**src/rtl/quad_port_ram_write_arbiter_pkg.sv**
```systemverilog
// Shared constants and types for the quad-port RAM write arbiter.
// Default RAM geometry, state encoding and pair-counter width.
package quad_port_ram_write_arbiter_pkg;

  localparam int AW    = 6;
  localparam int DW    = 32;
  localparam int DEPTH = 64;

  typedef enum logic {
    ST_INIT = 1'b0,
    ST_RUN  = 1'b1
  } state_t;

  function automatic int pair_w(input int aw);
    return aw - 1;
  endfunction

  localparam int PAIR_W = pair_w(AW);

endpackage

```
**src/rtl/quad_port_ram_write_arbiter_if.sv**
```systemverilog
// Write-request bus between requesters and the arbiter.
// One req/addr/data lane per requester, acked in the grant cycle.
interface quad_port_ram_write_arbiter_if #(
  parameter int NREQ = 4,
  parameter int AW   = quad_port_ram_write_arbiter_pkg::AW,
  parameter int DW   = quad_port_ram_write_arbiter_pkg::DW
);

  logic [NREQ-1:0]    req;
  logic [NREQ*AW-1:0] req_addr;
  logic [NREQ*DW-1:0] req_data;
  logic [NREQ-1:0]    ack;

  modport master (
    output req,
    output req_addr,
    output req_data,
    input  ack
  );

  modport slave (
    input  req,
    input  req_addr,
    input  req_data,
    output ack
  );

endinterface

```
**src/rtl/quad_port_ram_write_arbiter_rr_pick.sv**
```systemverilog
// Round-robin first-set finder over an N-bit mask.
// Scans from start upward with wrap; reports the first set bit.
module quad_port_ram_write_arbiter_rr_pick #(
  parameter int N  = 4,
  parameter int IW = $clog2(N)
) (
  input  logic [N-1:0]  mask,
  input  logic [IW-1:0] start,
  output logic          found,
  output logic [IW-1:0] idx
);

  logic [IW-1:0] j;

  always_comb begin
    found = 1'b0;
    idx   = '0;
    j     = '0;
    for (int s = 0; s < N; s++) begin
      j = IW'((int'(start) + s) % N);
      if (!found && mask[j]) begin
        found = 1'b1;
        idx   = j;
      end
    end
  end

endmodule

```
**src/rtl/quad_port_ram_write_arbiter.sv**
```systemverilog
// Clears the RAM two words per cycle after reset, then grants
// up to two round-robin writes per cycle to distinct addresses.
module quad_port_ram_write_arbiter #(
  parameter int NREQ  = 4,
  parameter int AW    = quad_port_ram_write_arbiter_pkg::AW,
  parameter int DW    = quad_port_ram_write_arbiter_pkg::DW,
  parameter int DEPTH = quad_port_ram_write_arbiter_pkg::DEPTH
) (
  input  logic          clk,
  input  logic          reset,
  quad_port_ram_write_arbiter_if.slave bus,
  output logic          ram_we_a,
  output logic [AW-1:0] ram_addr_a,
  output logic [DW-1:0] ram_data_a,
  output logic          ram_we_b,
  output logic [AW-1:0] ram_addr_b,
  output logic [DW-1:0] ram_data_b,
  output logic          init_done
);

  import quad_port_ram_write_arbiter_pkg::*;

  localparam int IW = $clog2(NREQ);
  localparam int KW = pair_w(AW);
  localparam logic [KW-1:0] K_LAST = KW'(DEPTH / 2 - 1);

  function automatic logic [IW-1:0] nxt(input logic [IW-1:0] i);
    return (i == IW'(NREQ - 1)) ? '0 : i + IW'(1);
  endfunction

  state_t        state;
  logic [KW-1:0] k;
  logic [IW-1:0] rr;

  logic [AW-1:0] addr_of [NREQ];
  logic [DW-1:0] data_of [NREQ];

  logic          fa;
  logic          fb;
  logic [IW-1:0] ia;
  logic [IW-1:0] ib;
  logic [IW-1:0] sb;
  logic [AW-1:0] aa;
  logic [NREQ-1:0] mb;
  logic          wa;
  logic          wb;
  logic [NREQ-1:0] ack_v;

  always_comb begin
    for (int i = 0; i < NREQ; i++) begin
      addr_of[i] = bus.req_addr[i*AW +: AW];
      data_of[i] = bus.req_data[i*DW +: DW];
    end
  end

  quad_port_ram_write_arbiter_rr_pick #(
    .N (NREQ)
  ) u_pick_a (
    .mask  (bus.req),
    .start (rr),
    .found (fa),
    .idx   (ia)
  );

  assign aa = addr_of[ia];
  assign sb = nxt(ia);

  // Port b skips port a's winner and anyone aiming at its address.
  always_comb begin
    mb = '0;
    for (int i = 0; i < NREQ; i++) begin
      mb[i] = bus.req[i]
            && (IW'(i) != ia)
            && (addr_of[i] != aa);
    end
  end

  quad_port_ram_write_arbiter_rr_pick #(
    .N (NREQ)
  ) u_pick_b (
    .mask  (mb),
    .start (sb),
    .found (fb),
    .idx   (ib)
  );

  assign wa = (state == ST_RUN) && !reset && fa;
  assign wb = wa && fb;

  always_comb begin
    ack_v = '0;
    if (wa) ack_v = ack_v | (NREQ'(1) << ia);
    if (wb) ack_v = ack_v | (NREQ'(1) << ib);
  end

  assign bus.ack = ack_v;

  always_ff @(posedge clk) begin
    if (reset) begin
      state      <= ST_INIT;
      k          <= '0;
      rr         <= '0;
      ram_we_a   <= 1'b0;
      ram_addr_a <= '0;
      ram_data_a <= '0;
      ram_we_b   <= 1'b0;
      ram_addr_b <= '0;
      ram_data_b <= '0;
      init_done  <= 1'b0;
    end else begin
      unique case (state)
        ST_INIT: begin
          ram_we_a   <= 1'b1;
          ram_we_b   <= 1'b1;
          ram_addr_a <= {k, 1'b0};
          ram_addr_b <= {k, 1'b1};
          ram_data_a <= '0;
          ram_data_b <= '0;
          k          <= k + KW'(1);
          if (k == K_LAST) begin
            state     <= ST_RUN;
            init_done <= 1'b1;
          end
        end
        ST_RUN: begin
          ram_we_a <= wa;
          ram_we_b <= wb;
          if (wa) begin
            ram_addr_a <= aa;
            ram_data_a <= data_of[ia];
          end
          if (wb) begin
            ram_addr_b <= addr_of[ib];
            ram_data_b <= data_of[ib];
          end
          if (wb)      rr <= nxt(ib);
          else if (wa) rr <= nxt(ia);
        end
        default: ;
      endcase
    end
  end

endmodule

```
**src/flat_wrapper.sv**
```systemverilog
// flat-port wrapper written by rule: the top's interface ports become plain ports
module quad_port_ram_write_arbiter_flat import quad_port_ram_write_arbiter_pkg::*;
#(
  parameter int NREQ  = 4,
  parameter int AW    = quad_port_ram_write_arbiter_pkg::AW,
  parameter int DW    = quad_port_ram_write_arbiter_pkg::DW,
  parameter int DEPTH = quad_port_ram_write_arbiter_pkg::DEPTH
)
  (clk, reset, ram_we_a, ram_addr_a, ram_data_a, ram_we_b, ram_addr_b, ram_data_b, init_done, bus_req, bus_req_addr, bus_req_data, bus_ack);
  quad_port_ram_write_arbiter_if #(.NREQ(NREQ), .AW(AW), .DW(DW)) bus_i ();
  input  logic clk;
  input  logic reset;
  output logic ram_we_a;
  output logic [AW-1:0] ram_addr_a;
  output logic [DW-1:0] ram_data_a;
  output logic ram_we_b;
  output logic [AW-1:0] ram_addr_b;
  output logic [DW-1:0] ram_data_b;
  output logic init_done;
  input wire logic [$bits(bus_i.req)-1:0] bus_req;
  input wire logic [$bits(bus_i.req_addr)-1:0] bus_req_addr;
  input wire logic [$bits(bus_i.req_data)-1:0] bus_req_data;
  output wire logic [$bits(bus_i.ack)-1:0] bus_ack;
  assign bus_i.req = bus_req;
  assign bus_i.req_addr = bus_req_addr;
  assign bus_i.req_data = bus_req_data;
  assign bus_ack = bus_i.ack;
  quad_port_ram_write_arbiter #(.NREQ(NREQ), .AW(AW), .DW(DW), .DEPTH(DEPTH)) u_core (.clk(clk), .reset(reset), .bus(bus_i), .ram_we_a(ram_we_a), .ram_addr_a(ram_addr_a), .ram_data_a(ram_data_a), .ram_we_b(ram_we_b), .ram_addr_b(ram_addr_b), .ram_data_b(ram_data_b), .init_done(init_done));
endmodule
```
**config.mk**
```make
export PLATFORM = sky130hd
export DESIGN_NAME = quad_port_ram_write_arbiter_flat
export DESIGN_NICKNAME = d
export VERILOG_FILES = /design/src/rtl/quad_port_ram_write_arbiter_pkg.sv /design/src/rtl/quad_port_ram_write_arbiter_if.sv /design/src/rtl/quad_port_ram_write_arbiter_rr_pick.sv /design/src/rtl/quad_port_ram_write_arbiter.sv /design/src/flat_wrapper.sv
export SDC_FILE = /design/constraint.sdc
export NUM_CORES = 1
export LEC_CHECK = 0
export CAP_MARGIN = 10
export CORE_ASPECT_RATIO = 0.8
export CORE_MARGIN = 2
export CORE_UTILIZATION = 40
export CTS_BUF_LIST = sky130_fd_sc_hd__clkbuf_8
export CTS_CLUSTER_SIZE = 12
export DETAILED_ROUTE_END_ITERATION = 7
export GPL_ROUTABILITY_DRIVEN = 0
export PLACE_DENSITY = 0.74
export SLEW_MARGIN = 20
export SYNTH_ARGS = -nofsm -noshare
export SYNTH_HDL_FRONTEND = slang
export SYNTH_SLANG_ARGS = --single-unit
export TNS_END_PERCENT = 1
```
**constraint.sdc**
```tcl
create_clock -name clk -period 5.9 [get_ports clk]
set_input_delay 0.885 -clock clk [delete_from_list [all_inputs] [get_ports clk]]
set_output_delay 0.885 -clock clk [all_outputs]
set_load 0.03 [all_outputs]
```
==> metrics.md, run 1 <==
| Metric | Value |
|---|---|
| Post-synthesis sequential area ratio | between 20 and 30% |
| Fin. max-slew vios | 0 |
| Largest area contributor in the netlist | dfxtp_1 |
| Cell Area, Placed | around 0.0088 mm² |
| Share of the synthesized area in the top cell type | 27.66% |
| Mapped Area | 0.006297 mm² |
| RSZ-0062 raised after global routing | false |
| Routed WL per cell | 18.41 µm |
| Vias in the first global route | between 6000 and 7000 |
| First-pass detailed-route iteration total | 5 |
| Fill cell count | roughly 1400 |
| Die Height | ~120 µm |
| Worst Setup End Kind | output pin |
| Hold Crit Start | u_core.ram_data_a[19]$_SDFFE_PP0P_ |
| DRT Wirelength | approximately 23000 µm |
| CTS H-tree lvls | 3 |
| Tmin final | 5.618 ns |
| Period Utilization, post-route | 95.22% |
| GRT Residual Overflow | 0 |
| Post-CTS Hold Fix Bufs | 0 |
| CP Max Fanout | 28 |
| Netlist cell types | 59 |
| CTS max path bufs | 2 |
| Reg-to-reg startpoint | u_core.rr[0]$_SDFFE_PP0P_ |
| Cell chosen for the clock root | clkbuf_8 |
| CP arrival | 4.73 ns |
| Slew headroom | 37.47% |
| Synthesized netlist cell count | 835 |
| Detailed route wirelength on metal3 | approximately 2600 µm |
| Synth area leaders | dfxtp_1 28%, nand2_1 9.7%, o211ai_1 7.5% |
| Post-DP HPWL | approximately 16000 µm |
| Worst slew pin tran | about 0.93 ns |
| Footprint of the multi-input gates | slightly above 0.004 mm² |
| Met1 wire length | ~9900 µm |
| Clock skew | roughly 0.011 ns |
| PortBufs | between 200 and 250 |
| Post-route ant nets | 0 |
| Final instance area | 0.008969 mm² |
| GRT Total Usage | a little over a quarter |
| VDD IR max | around 0.11 mV |
| Cell-internal power | 1025 µW |
| DRC viols | 0 |
| Count leader, synth | nand2_1 |
| Slack of the critical path | 0.2822 ns |
| EDFF count, synth | 0 |
| Syn Area/Cell | between 7 and 8 µm² |
| Lkg Pwr | 0.003493 µW |
| Final setup viols | 0 |
| Fraction of registers with async set/reset | 0% |
| PD cells | approximately 170 mW/mm² |
| Outcome | complete, no violations |
| Max Cap Viol | 0 |
| Hold Crit Class | reg2reg |
| Syn nets | roughly 1000 |
| Nets@finish | 1193 |
| CP required | ~5.0 ns |
| Largest net degree at the start of global routing | 42 |
| Initial core utilization | about two fifths |
| Clock power frac | 29.3% |
| FF-to-FF path depth | 14 |
| Fmax | approximately 0.18 GHz |
| Comb pwr share | 31.7% |
| Clk sinks | 87 |
| First-pass GRT wire length | about 35000 µm |
| Final hold vios | 0 |
| Hold depth | 1 |
| Core ar. | roughly 0.015 mm² |
| Area grow syn2layout | 42.42% |
| Via-to-Cell Ratio | approximately 5.6 |
| Fraction of layout cells with a size suffix above 1 | 6.796% |
| FF+latch area | 0.001742 mm² |
| Initial antenna violation count | 1 |
| Yosys reg bits | a little under 90 |
| Number of buffers created by CTS | 9 |
| Hold Crit Endpoint | u_core.ram_data_a[19]$_SDFFE_PP0P_ |
| I/O pin total | roughly 240 |
| Clk slew on worst S/H paths | around 0.080 ns |
| FF-to-FF setup slack | 2.10 ns |
| Reg2Reg Capture Point | u_core.ram_addr_b[0]$_SDFFE_PP0P_ |
| Yosys warnings | 0 |
| Sequential Power Share | about two fifths |
| Number of placed cells counting well taps | ~1200 |
| Fin cells | roughly 1200 |
| Switch share | ~33% |
| Die area | around 0.017 mm² |
| Die W | about 140 µm |
| Postcts setup bufs | 0 |
| Worst Setup Start Kind | input pin |
| Via count | between 6000 and 7000 |
| Length of routed met2 wiring | between 10000 and 15000 µm |
| Worst setup path class | in2out |
| Crit path from | bus_req[2] |
| Main synth FF type | dfxtp_1 |
| Setup TNS Final | 0 ns |
| 1st-iter DRT viols | roughly 540 |
| Top post-synthesis cells by count | 162 x nand2_1, 87 x dfxtp_1, 63 x o211ai_1 |
| Clk_lat worst skew | between 0.3 and 0.4 ns |
| Sw Pwr | 501.1 µW |
| Pre-CTS setup slack | 0.2104 ns |
| CTS tree | built |
| Max Used Layer | met4 |
| Row cnt | 40 |
==> how the worst max path moves through the flow <==
stage / end / slack [ns] / depth (start not counted)
global route: bus_ack[1] / 0.07 / 17
finish: bus_ack[1] / 0.28 / 17
floorplan: bus_ack[1] / 0.68 / 17
detailed placement: bus_ack[0] / 0.21 / 16
global placement: bus_ack[0] / 0.28 / 16
CTS: bus_ack[0] / 0.19 / 16
==> registers in the layout (all words and copies together), names as in the netlist <==
| register | flops |
|---|---|
| u_core.k | 5 |
| u_core.ram_addr_a | 6 |
| u_core.rr | 2 |
| u_core.state | 1 |
| u_core.ram_we_a | 1 |
| u_core.ram_we_b | 1 |
| u_core.ram_addr_b | 6 |
| u_core.init_done | 1 |
| u_core.ram_data_b | 32 |
| u_core.ram_data_a | 32 |
==> metal layers <==
| metal | global-route usage [%] | vias up |
|---|---|---|
| met5 | 0 | - |
| met4 | 6.149 | 0 |
| met3 | 9.635 | 28 |
| met2 | 42.37 | 369 |
| met1 | 35.59 | 3224 |
| li1 | - | 3362 |
==> placed cells by master (no fill, tap or decap), types with 34 or more instances in the layout <==
| cell type | Yosys | routed |
|---|---|---|
| clkdlybuf4s50_1 | 0 | 238 |
| nand2_1 | 162 | 162 |
| dfxtp_1 | 87 | 87 |
| o211ai_1 | 63 | 63 |
| nand3_1 | 53 | 53 |
| a21oi_1 | 51 | 48 |
| mux2i_1 | 44 | 44 |
| inv_1 | 38 | 40 |
| and3_1 | 39 | 39 |
| o21ai_0 | 35 | 34 |
==> per-stage QoR <==
step	hold slack (ns)	util, %	power, µW
after floorplan	0.4563	-	897.8
after global placement	0.4471	57.54	1080
after detailed placement	0.4550	57.54	1086
after CTS	0.4748	58.86	1534
after global routing	0.4881	58.95	1601
final	0.4699	58.95	1526
==> worst max-delay path, cell delays in order <==
cell and delay, ns:
clkdlybuf4s50_1 0.50, nor2b_1 0.20, o21ai_1 0.21, o221a_2 0.29, inv_2 0.05, buf_4 0.25, ha_1 0.24, nor2b_1 0.12
inv_1 0.10, a31o_2 0.26, o21a_1 0.27, nor2_8 0.25, inv_1 0.10, ha_1 0.21, a21oi_1 0.15, nor2_1 0.06
clkdlybuf4s50_1 0.58
==> area by class of cell <==
class | count | area share, %
Antenna cell | 1 | 0.02790
Inverter | 40 | 1.814
Multi-Input combinational cell | 625 | 45.01
Tap cell | 210 | 2.930
Timing Repair Buffer | 262 | 28.57
Sequential cell | 87 | 19.42
Clock buffer | 10 | 1.535
Clock inverter | 6 | 0.6975
==> logic make-up after synthesis <==
family,synth area share (%)
buffers and inverters,9.120
and+or+nand+nor,22.77
xor gates and xnor gates,5.424
AOI/OAI and AO/OA,25.33
DFF,27.66
adders and majority gates,1.987
muxes,7.709
==> what timing repair did <==
item | CTS | global route
endpoints found under the setup margin | 0 | 2
resized for setup | 0 | 2
endpoints found under the hold margin | 0 | 0
==> power groups by stage <==
stage               registers (µW)  logic [µW]  clock network [µW]
floorplan                      616         282                   0
global placement               610         471                   0
detailed placement             610         476                   0
CTS                            596         478                 460
global route                   597         525                 479
finish                         596         483                 446
(Power assumes the default switching activity.)
==> run 2: changes to the inputs <==
SETUP_SLACK_MARGIN = 0.3   (was not set)
==> run 2 against run 1 <==
Against the previous run: cell count unchanged; non-clock buffer count unchanged; die area unchanged; register-to-register slack is essentially flat; setup slack improved by 0.028 ns; combinational power hardly changed; critical endpoint is now bus_ack[0].
==> metrics.md, run 2 (synthesis gave the netlist of run 1 again) <==
| Metric | Value |
|---|---|
| Lkg Pwr | 0.003512 µW (was 0.003493 µW) |
| PD cells | 170.3 mW/mm² (was 170.2 mW/mm²) |
| Tmin final | 5.590 ns (was 5.618 ns) |
| CP required | 5.02 ns (about the same) |
| Fill cell count | 1425 (was 1426) |
| GRT Total Usage | 26.90% (was 26.91%) |
| Fin cells | 1241 (unchanged) |
| Hold Crit Class | reg2reg (unchanged) |
| Total power | 1528 µW (was 1526 µW) |
| Core ar. | 0.01521 mm² (unchanged) |
| Routed WL per cell | 18.41 µm (unchanged) |
| Nets@finish | 1193 (unchanged) |
| Row cnt | 40 (unchanged) |
| Clk sinks | 87 (unchanged) |
| Period Utilization, post-route | 94.75% (was 95.22%) |
| CP Max Fanout | 28 (unchanged) |
| Postcts setup bufs | 0 (unchanged) |
| Final setup viols | 0 (unchanged) |
| Number of buffers created by CTS | 9 (unchanged) |
| First-pass detailed-route iteration total | 5 (unchanged) |
| Post-route ant nets | 0 (unchanged) |
| Most frequent cells in the layout | 237 x clkdlybuf4s50_1, 162 x nand2_1, 87 x dfxtp_1 (was 238 x clkdlybuf4s50_1, 162 x nand2_1, 87 x dfxtp_1) |
| Setup TNS Final | 0 ns (unchanged) |
| Outcome | complete, no violations (unchanged) |
| Slowest stage delay, CP | 0.59 ns (was 0.58 ns) |
| Post-CTS Hold Fix Bufs | 0 (unchanged) |
| DRT Wirelength | 22840 µm (unchanged) |
| Clk_lat worst skew | 0.40 ns (was 0.39 ns) |
| CTS H-tree lvls | 3 (unchanged) |
| I/O pin total | 241 (unchanged) |
| Biggest registers after layout | u_core.ram_data_a: 32 flops, u_core.ram_data_b: 32 flops (unchanged) |
| FF-to-FF setup slack | 2.09 ns (was 2.10 ns) |
| Vias in the first global route | 6438 (was 6444) |
| First-pass GRT wire length | 35120 µm (was 35150 µm) |
| Slew headroom | 37.46% (was 37.47%) |
| Via-to-Cell Ratio | 5.632 (was 5.627) |
| Crit path from | bus_req[0] (was bus_req[2]) |
| Pre-CTS setup slack | 0.2104 ns (unchanged) |
| 1st-iter DRT viols | 544 (unchanged) |
| FF-to-FF path depth | 14 (unchanged) |
| Clock skew | 0.01078 ns (was 0.01077 ns) |
| Die area | 0.01677 mm² (unchanged) |
| Cell mode on critical path | a21oi_1 |
| Worst Setup End Kind | output pin (unchanged) |
| Post-DP HPWL | 16340 µm (unchanged) |
| Worst setup path class | in2out (unchanged) |
| Slack of the critical path | 0.3099 ns (was 0.2822 ns) |
| Worst-path cell chain | clkdlybuf4s50_1 -> nor2b_2 -> a21oi_1 -> o221a_2 -> inv_2 -> buf_4 -> a21oi_1 -> a311o_1 -> a311oi_2 -> and2_2 -> inv_1 -> ha_1 -> a21oi_1 -> nor2_1 -> clkdlybuf4s50_1 (was clkdlybuf4s50_1 -> nor2b_1 -> o21ai_1 -> o221a_2 -> inv_2 -> buf_4 -> ha_1 -> nor2b_1 -> inv_1 -> a31o_2 -> o21a_1 -> nor2_8 -> inv_1 -> ha_1 -> a21oi_1 -> nor2_1 -> clkdlybuf4s50_1) |
| Area grow syn2layout | 42.46% (was 42.42%) |
| Reg2Reg Capture Point | u_core.ram_addr_b[0]$_SDFFE_PP0P_ (unchanged) |
| Worst path slowest cell | clkdlybuf4s50_1 (unchanged) |
| DRC viols | 0 (unchanged) |
| Clk slew on worst S/H paths | 0.08 ns (about the same) |
| Commonest non-fill, non-tap cell in the layout | clkdlybuf4s50_1 (unchanged) |
| CTS max path bufs | 2 (unchanged) |
| Final hold vios | 0 (unchanged) |
| Cell chosen for the clock root | clkbuf_8 (unchanged) |
| Number of placed cells counting well taps | 1224 (unchanged) |
| Die Height | 116.2 µm (unchanged) |
| Initial core utilization | 41.39% (unchanged) |
| Reg-to-reg startpoint | u_core.rr[0]$_SDFFE_PP0P_ (unchanged) |
| Worst Setup Start Kind | input pin (unchanged) |
| Worst slew pin tran | 0.9346 ns (was 0.9344 ns) |
| VDD IR max | 0.1101 mV (was 0.1088 mV) |
| Via count | 6989 (was 6983) |
| Fraction of layout cells with a size suffix above 1 | 6.796% (unchanged) |
| RSZ-0062 raised after global routing | true (was false) |
| Die W | 144.3 µm (unchanged) |
| Initial antenna violation count | 1 (unchanged) |
| CP Capture Point | bus_ack[0] (was bus_ack[1]) |
| PortBufs | 240 (unchanged) |
| Fmax | 0.1789 GHz (was 0.1780 GHz) |
| Largest net degree at the start of global routing | 42 (unchanged) |
| GRT Residual Overflow | 0 (unchanged) |
| Max Cap Viol | 0 (unchanged) |
| Final core utilization | 58.96% (was 58.95%) |
| CTS tree | built (unchanged) |
| CP arrival | 4.71 ns (was 4.73 ns) |
| Fin. max-slew vios | 0 (unchanged) |
## run 2: cell count changes in the layout (fill, tap and decap cells not counted)
cell / before / now
dlymetal6s2s_1: 0 / 1
clkdlybuf4s50_1: 238 / 237
## run 2: through the flow
| step | hold WS (ns) | instance area (µm²) |
|---|---|---|
| global route | 0.4881 | 8971 |
| floorplan | 0.4563 | 6297 |
| finish | 0.4699 | 8971 |
| detailed placement | 0.4550 | 8755 |
| global placement | 0.4471 | 8755 |
| CTS | 0.4748 | 8960 |
## run 2: how the worst min path moves through the flow
stage / slack (ns) / depth (start not counted) / from / to
3_3_place_gp: 0.45 / 1 / u_core.ram_data_a[24]$_SDFFE_PP0P_ / u_core.ram_data_a[24]$_SDFFE_PP0P_
4_1_cts: 0.47 / 1 / u_core.ram_data_a[7]$_SDFFE_PP0P_ / u_core.ram_data_a[7]$_SDFFE_PP0P_
3_5_place_dp: 0.45 / 1 / u_core.ram_data_a[19]$_SDFFE_PP0P_ / u_core.ram_data_a[19]$_SDFFE_PP0P_
6_report: 0.47 / 1 / u_core.ram_data_a[19]$_SDFFE_PP0P_ / u_core.ram_data_a[19]$_SDFFE_PP0P_
2_1_floorplan: 0.46 / 2 / u_core.rr[0]$_SDFFE_PP0P_ / u_core.rr[0]$_SDFFE_PP0P_
5_1_grt: 0.49 / 1 / u_core.ram_data_a[26]$_SDFFE_PP0P_ / u_core.ram_data_a[26]$_SDFFE_PP0P_
## run 2: final cells by class
cell class	instances	area [µm²]	share of cell area, %
sequential	87	1742	19.41
antenna	1	2.502	0.02789
multi-input combinational	625	4036	44.99
clock inverter	6	62.56	0.6974
timing repair buffer	262	2565	28.59
inverter	40	162.7	1.813
clock buffer	10	137.6	1.534
tap	210	262.8	2.929
## run 2: critical path, delay by kind of cell
| family | cells | cell delay, ns |
|---|---|---|
| buf+inv | 5 | 1.65 |
| compound gates | 6 | 1.41 |
| simple gates | 3 | 0.58 |
| fa+ha+maj | 1 | 0.18 |
## run 2: what timing repair did
| action | in CTS | in global routing |
|---|---|---|
| resized for setup | 2 | 1 |
| setup endpoints to repair | 2 | 2 |
| endpoints found under the hold margin | 0 | 0 |
## run 2: where the power goes
group,internal (µW),switching [µW]
logic,227,256
registers,592,4.54
clock network,206,242
## run 2: routing by layer
layer  vias up  global-route usage (%)  routed length [µm]
li1       3362                       -                   -
met1      3225                   35.54                9869
met2       371                   42.37               10130
met3        31                   9.635                2522
met4         0                   6.149                 317
met5         -                       0                   0
==> run 3: changes to the inputs <==
CAP_MARGIN = 0   (was 10)
PLACE_DENSITY = 0.76   (was 0.74)
SYNTH_HIERARCHICAL = 1   (was not set)
==> run 3 against run 2 <==
Against the previous run: global-route usage down 2.6 points; count of clock-buffer cells in the layout unchanged; non-clock buffer count down 4; die area down 7.5%; clock power down 8.5%; cell area down 4.6%; synthesized cell count down 34%; via count down 21%; critical path depth up 3; critical path type unchanged; largest power group unchanged.
==> metrics.md, run 3 <==
| Metric | Value |
|---|---|
| Outcome | complete, no violations (unchanged) |
| Commonest non-fill, non-tap cell in the layout | clkdlybuf4s50_1 (unchanged) |
| Hold Crit Class | reg2reg (unchanged) |
| Mux cell area share after synthesis | 32.04% (was 7.709%) |
| Nets@finish | 929 (was 1193) |
| Simple-Gate Fraction of Synth Area | 10.36% (was 22.77%) |
| # diodes | 0 (was 1) |
| Number of buffers created by CTS | 9 (unchanged) |
| Worst setup path class | in2out (unchanged) |
| CP required | 5.02 ns (about the same) |
| Die area | 0.01551 mm² (was 0.01677 mm²) |
| Final setup viols | 0 (unchanged) |
| Sequential Power Share | 39.6% (was 39.0%) |
| FF+latch area | 0.001743 mm² (was 0.001742 mm²) |
| Switch share | 28.06% (was 32.91%) |
| Met2 Use GR | 42.18% (was 42.37%) |
| CP Max Fanout | 40 (was 28) |
| Met3 usage | 6.022% (was 9.635%) |
| I/O pin total | 241 (unchanged) |
| Routed WL per cell | 19.79 µm (was 18.41 µm) |
| Clk_lat worst skew | 0.37 ns (was 0.40 ns) |
| 1st-iter DRT viols | 418 (was 544) |
| Initial core utilization | 40.78% (was 41.39%) |
| Cell-internal power | 1084 µW (was 1025 µW) |
| Worst Setup Start Kind | input pin (unchanged) |
| Fin. max-slew vios | 0 (unchanged) |
| Adder-Cell Fraction of Synth Area | 2.153% (was 1.987%) |
| Top post-synthesis cells by count | 87 x dfxtp_1, 76 x mux4_2, 56 x a21oi_1 (was 162 x nand2_1, 87 x dfxtp_1, 63 x o211ai_1) |
| First-pass GRT wire length | 30080 µm (was 35120 µm) |
| Die W | 138.8 µm (was 144.3 µm) |
| GRT Total Usage | 24.33% (was 26.90%) |
| Cell mode on critical path | a21oi_1 (unchanged) |
| Slew headroom | 35.83% (was 37.46%) |
| DRC viols | 0 (unchanged) |
| Setup TNS Final | 0 ns (unchanged) |
| Complex-gate fraction of the synthesized area | 13.11% (was 25.33%) |
| Netlist cell types | 41 (was 59) |
| GRT Residual Overflow | 0 (unchanged) |
| RSZ-0062 raised after global routing | true (unchanged) |
| Fmax | 0.1772 GHz (was 0.1789 GHz) |
| Biggest registers after layout | u_core/ram_data_a: 32 flops, u_core/ram_data_b: 32 flops (was u_core.ram_data_a: 32 flops, u_core.ram_data_b: 32 flops) |
| CP arrival | 4.76 ns (was 4.71 ns) |
| Tmin final | 5.644 ns (was 5.590 ns) |
| Footprint of the multi-input gates | 0.003779 mm² (was 0.004036 mm²) |
| Clk sinks | 87 (unchanged) |
| Post-synthesis sequential area ratio | 29.97% (was 27.66%) |
| Syn Area/Cell | 10.47 µm² (was 7.542 µm²) |
| Largest area contributor in the netlist | dfxtp_1 (unchanged) |
| Cell chosen for the clock root | clkbuf_8 (unchanged) |
| Synthesized netlist cell count | 555 (was 835) |
| Worst Setup End Kind | output pin (unchanged) |
| Clock skew | 0.01231 ns (was 0.01078 ns) |
| Main synth FF type | dfxtp_1 (unchanged) |
| Largest family of logic cells by synthesized area | multiplexers (was compound AO/OA/AOI/OAI gates) |
| Syn nets | 723 (was 1003) |
| DRT Wirelength | 18810 µm (was 22840 µm) |
| Count leader, synth | dfxtp_1 (was nand2_1) |
| Min Hold Slack | 0.4831 ns (was 0.4699 ns) |
| EDFF count, synth | 0 (unchanged) |
| Most frequent cells in the layout | 235 x clkdlybuf4s50_1, 86 x dfxtp_1, 76 x mux4_2 (was 237 x clkdlybuf4s50_1, 162 x nand2_1, 87 x dfxtp_1) |
| VDD IR max | 0.1461 mV (was 0.1101 mV) |
| CTS H-tree lvls | 3 (unchanged) |
| Fill cell count | 1172 (was 1425) |
| Final hold vios | 0 (unchanged) |
| Share of the synthesized area in the top cell type | 29.97% (was 27.66%) |
| Worst path slowest cell | clkdlybuf4s50_1 (unchanged) |
| Mapped Area | 0.005811 mm² (was 0.006297 mm²) |
| Lkg Pwr | 0.003018 µW (was 0.003512 µW) |
| Largest net degree at the start of global routing | 54 (was 42) |
| Clk slew on worst S/H paths | 0.08 ns (about the same) |
| Max Cap Viol | 0 (unchanged) |
| Comb pwr share | 33.2% (was 31.6%) |
| Initial antenna violation count | 0 (was 1) |
| Vias in the first global route | 5704 (was 6438) |
| Die Height | 111.8 µm (was 116.2 µm) |
| Period Utilization, post-route | 95.66% (was 94.75%) |
| PD cells | 176.0 mW/mm² (was 170.3 mW/mm²) |
| CTS max path bufs | 2 (unchanged) |
| Sw Pwr | 422.8 µW (was 502.8 µW) |
| Yosys warnings | 6 (was 0) |
| Total power | 1507 µW (was 1528 µW) |
| Fraction of registers with async set/reset | 0% (unchanged) |
| Worst slew pin tran | 0.9625 ns (was 0.9346 ns) |
| Worst-path cell chain | clkdlybuf4s50_1 -> inv_1 -> o221ai_1 -> a21oi_4 -> buf_12 -> mux2i_1 -> xnor2_1 -> or4_1 -> o21ai_1 -> a21oi_1 -> a21oi_1 -> o21ai_1 -> a21oi_4 -> buf_6 -> ha_1 -> a21oi_1 -> nor2_1 -> buf_4 (was clkdlybuf4s50_1 -> nor2b_2 -> a21oi_1 -> o221a_2 -> inv_2 -> buf_4 -> a21oi_1 -> a311o_1 -> a311oi_2 -> and2_2 -> inv_1 -> ha_1 -> a21oi_1 -> nor2_1 -> clkdlybuf4s50_1) |
| Via-to-Cell Ratio | 5.785 (was 5.632) |
| Slowest stage delay, CP | 0.57 ns (was 0.59 ns) |
| Post-DP HPWL | 14170 µm (was 16340 µm) |
| Post-route ant nets | 0 (unchanged) |
| First-pass detailed-route iteration total | 7 (was 5) |
| Grt peak-use layer | met2 (unchanged) |
| Area grow syn2layout | 47.35% (was 42.46%) |
| PortBufs | 240 (unchanged) |
| Fraction of layout cells with a size suffix above 1 | 15.80% (was 6.796%) |
| Synth area leaders | dfxtp_1 30%, mux4_2 29%, a22o_1 5.3% (was dfxtp_1 28%, nand2_1 9.7%, o211ai_1 7.5%) |
| Clock power frac | 27.2% (was 29.3%) |
| Row cnt | 39 (was 40) |
| Post-Synth XOR/XNOR Area | 6.331% (was 5.424%) |
| Via count | 5496 (was 6989) |
| Yosys reg bits | 87 (unchanged) |
| CTS tree | built (unchanged) |
| Routing usage on met1 | 30.05% (was 35.54%) |
| Core ar. | 0.01425 mm² (was 0.01521 mm²) |
run 3: changes by cell type after synthesis, sizes merged, moves of 29 or more:
cell    change
nand2     -127
mux2i      -29
and3       -37
o21ai      -31
a22o       +35
a32o       -33
mux4       +76
o211ai     -63
run 3: power by group through the flow:
stage	registers, µW	logic (µW)	clock network (µW)
5_1_grt	597	536	445
6_report	596	501	410
3_3_place_gp	610	482	0
4_1_cts	596	500	426
3_5_place_dp	610	493	0
2_1_floorplan	615	301	0
run 3: metal layers:
| layer | up-vias | routed length [µm] |
|---|---|---|
| met2 | 266 | 9349 |
| met4 | 0 | 478 |
| met5 | - | 0 |
| met1 | 2687 | 7474 |
| met3 | 43 | 1503 |
| li1 | 2500 | - |
run 3: layout make-up:
type                       instances  area share, %
tap                              184          2.689
clock inverter                     6         0.6138
sequential                        87          20.36
timing repair buffer             258          29.86
clock buffer                      10          1.607
inverter                          17         0.7453
multi-input combinational        388          44.13
run 3: logic make-up (layout without fill, tap and decap cells):
logic type / count (synthesis) / count (layout)
mux: 91 / 91
xor+xnor: 42 / 42
fa+ha+maj: 10 / 10
simple gates: 131 / 131
flops: 87 / 87
buf+inv: 80 / 291
compound gates: 114 / 114
run 3: worst paths after layout:
check	start	to	slack (ns)	depth (start not counted)
min reg2reg	u_core/ram_data_a[21]$_SDFFE_PP0P_	u_core/ram_data_a[21]$_SDFFE_PP0P_	0.48	1
min	u_core/ram_data_a[21]$_SDFFE_PP0P_	u_core/ram_data_a[21]$_SDFFE_PP0P_	0.48	1
max	bus_req[0]	bus_ack[3]	0.26	18
max reg2reg	u_core/rr[0]$_SDFFE_PP0P_	u_core/ram_data_b[17]$_SDFFE_PP0P_	1.39	16
run 3: what timing repair did:
action	CTS	global route
gates resized for setup	4	4
endpoints found under the setup margin	4	4
pin swaps	1	0
setup buffers	2	0
hold buffers	0	0
run 3: per-stage QoR:
| stage | std cells | cell area (µm²) | utilization (%) | setup slack, ns |
|---|---|---|---|---|
| 6_report | 950 | 8562 | 60.09 | 0.2559 |
| 5_1_grt | 950 | 8562 | 60.09 | -0.04638 |
| 4_1_cts | 950 | 8546 | 59.98 | 0.1911 |
| 3_5_place_dp | 932 | 8318 | 58.38 | -0.1537 |
| 3_3_place_gp | 932 | 8318 | 58.38 | 0.01121 |
| 2_1_floorplan | 555 | 5811 | - | 0.6610 |
run 3: critical path, delay by kind of cell:
kind | cells | cell delay (ns)
compound gates | 8 | 1.32
xor+xnor | 1 | 0.14
fa+ha+maj | 1 | 0.26
buf+inv | 5 | 1.38
mux | 1 | 0.12
simple gates | 2 | 0.64
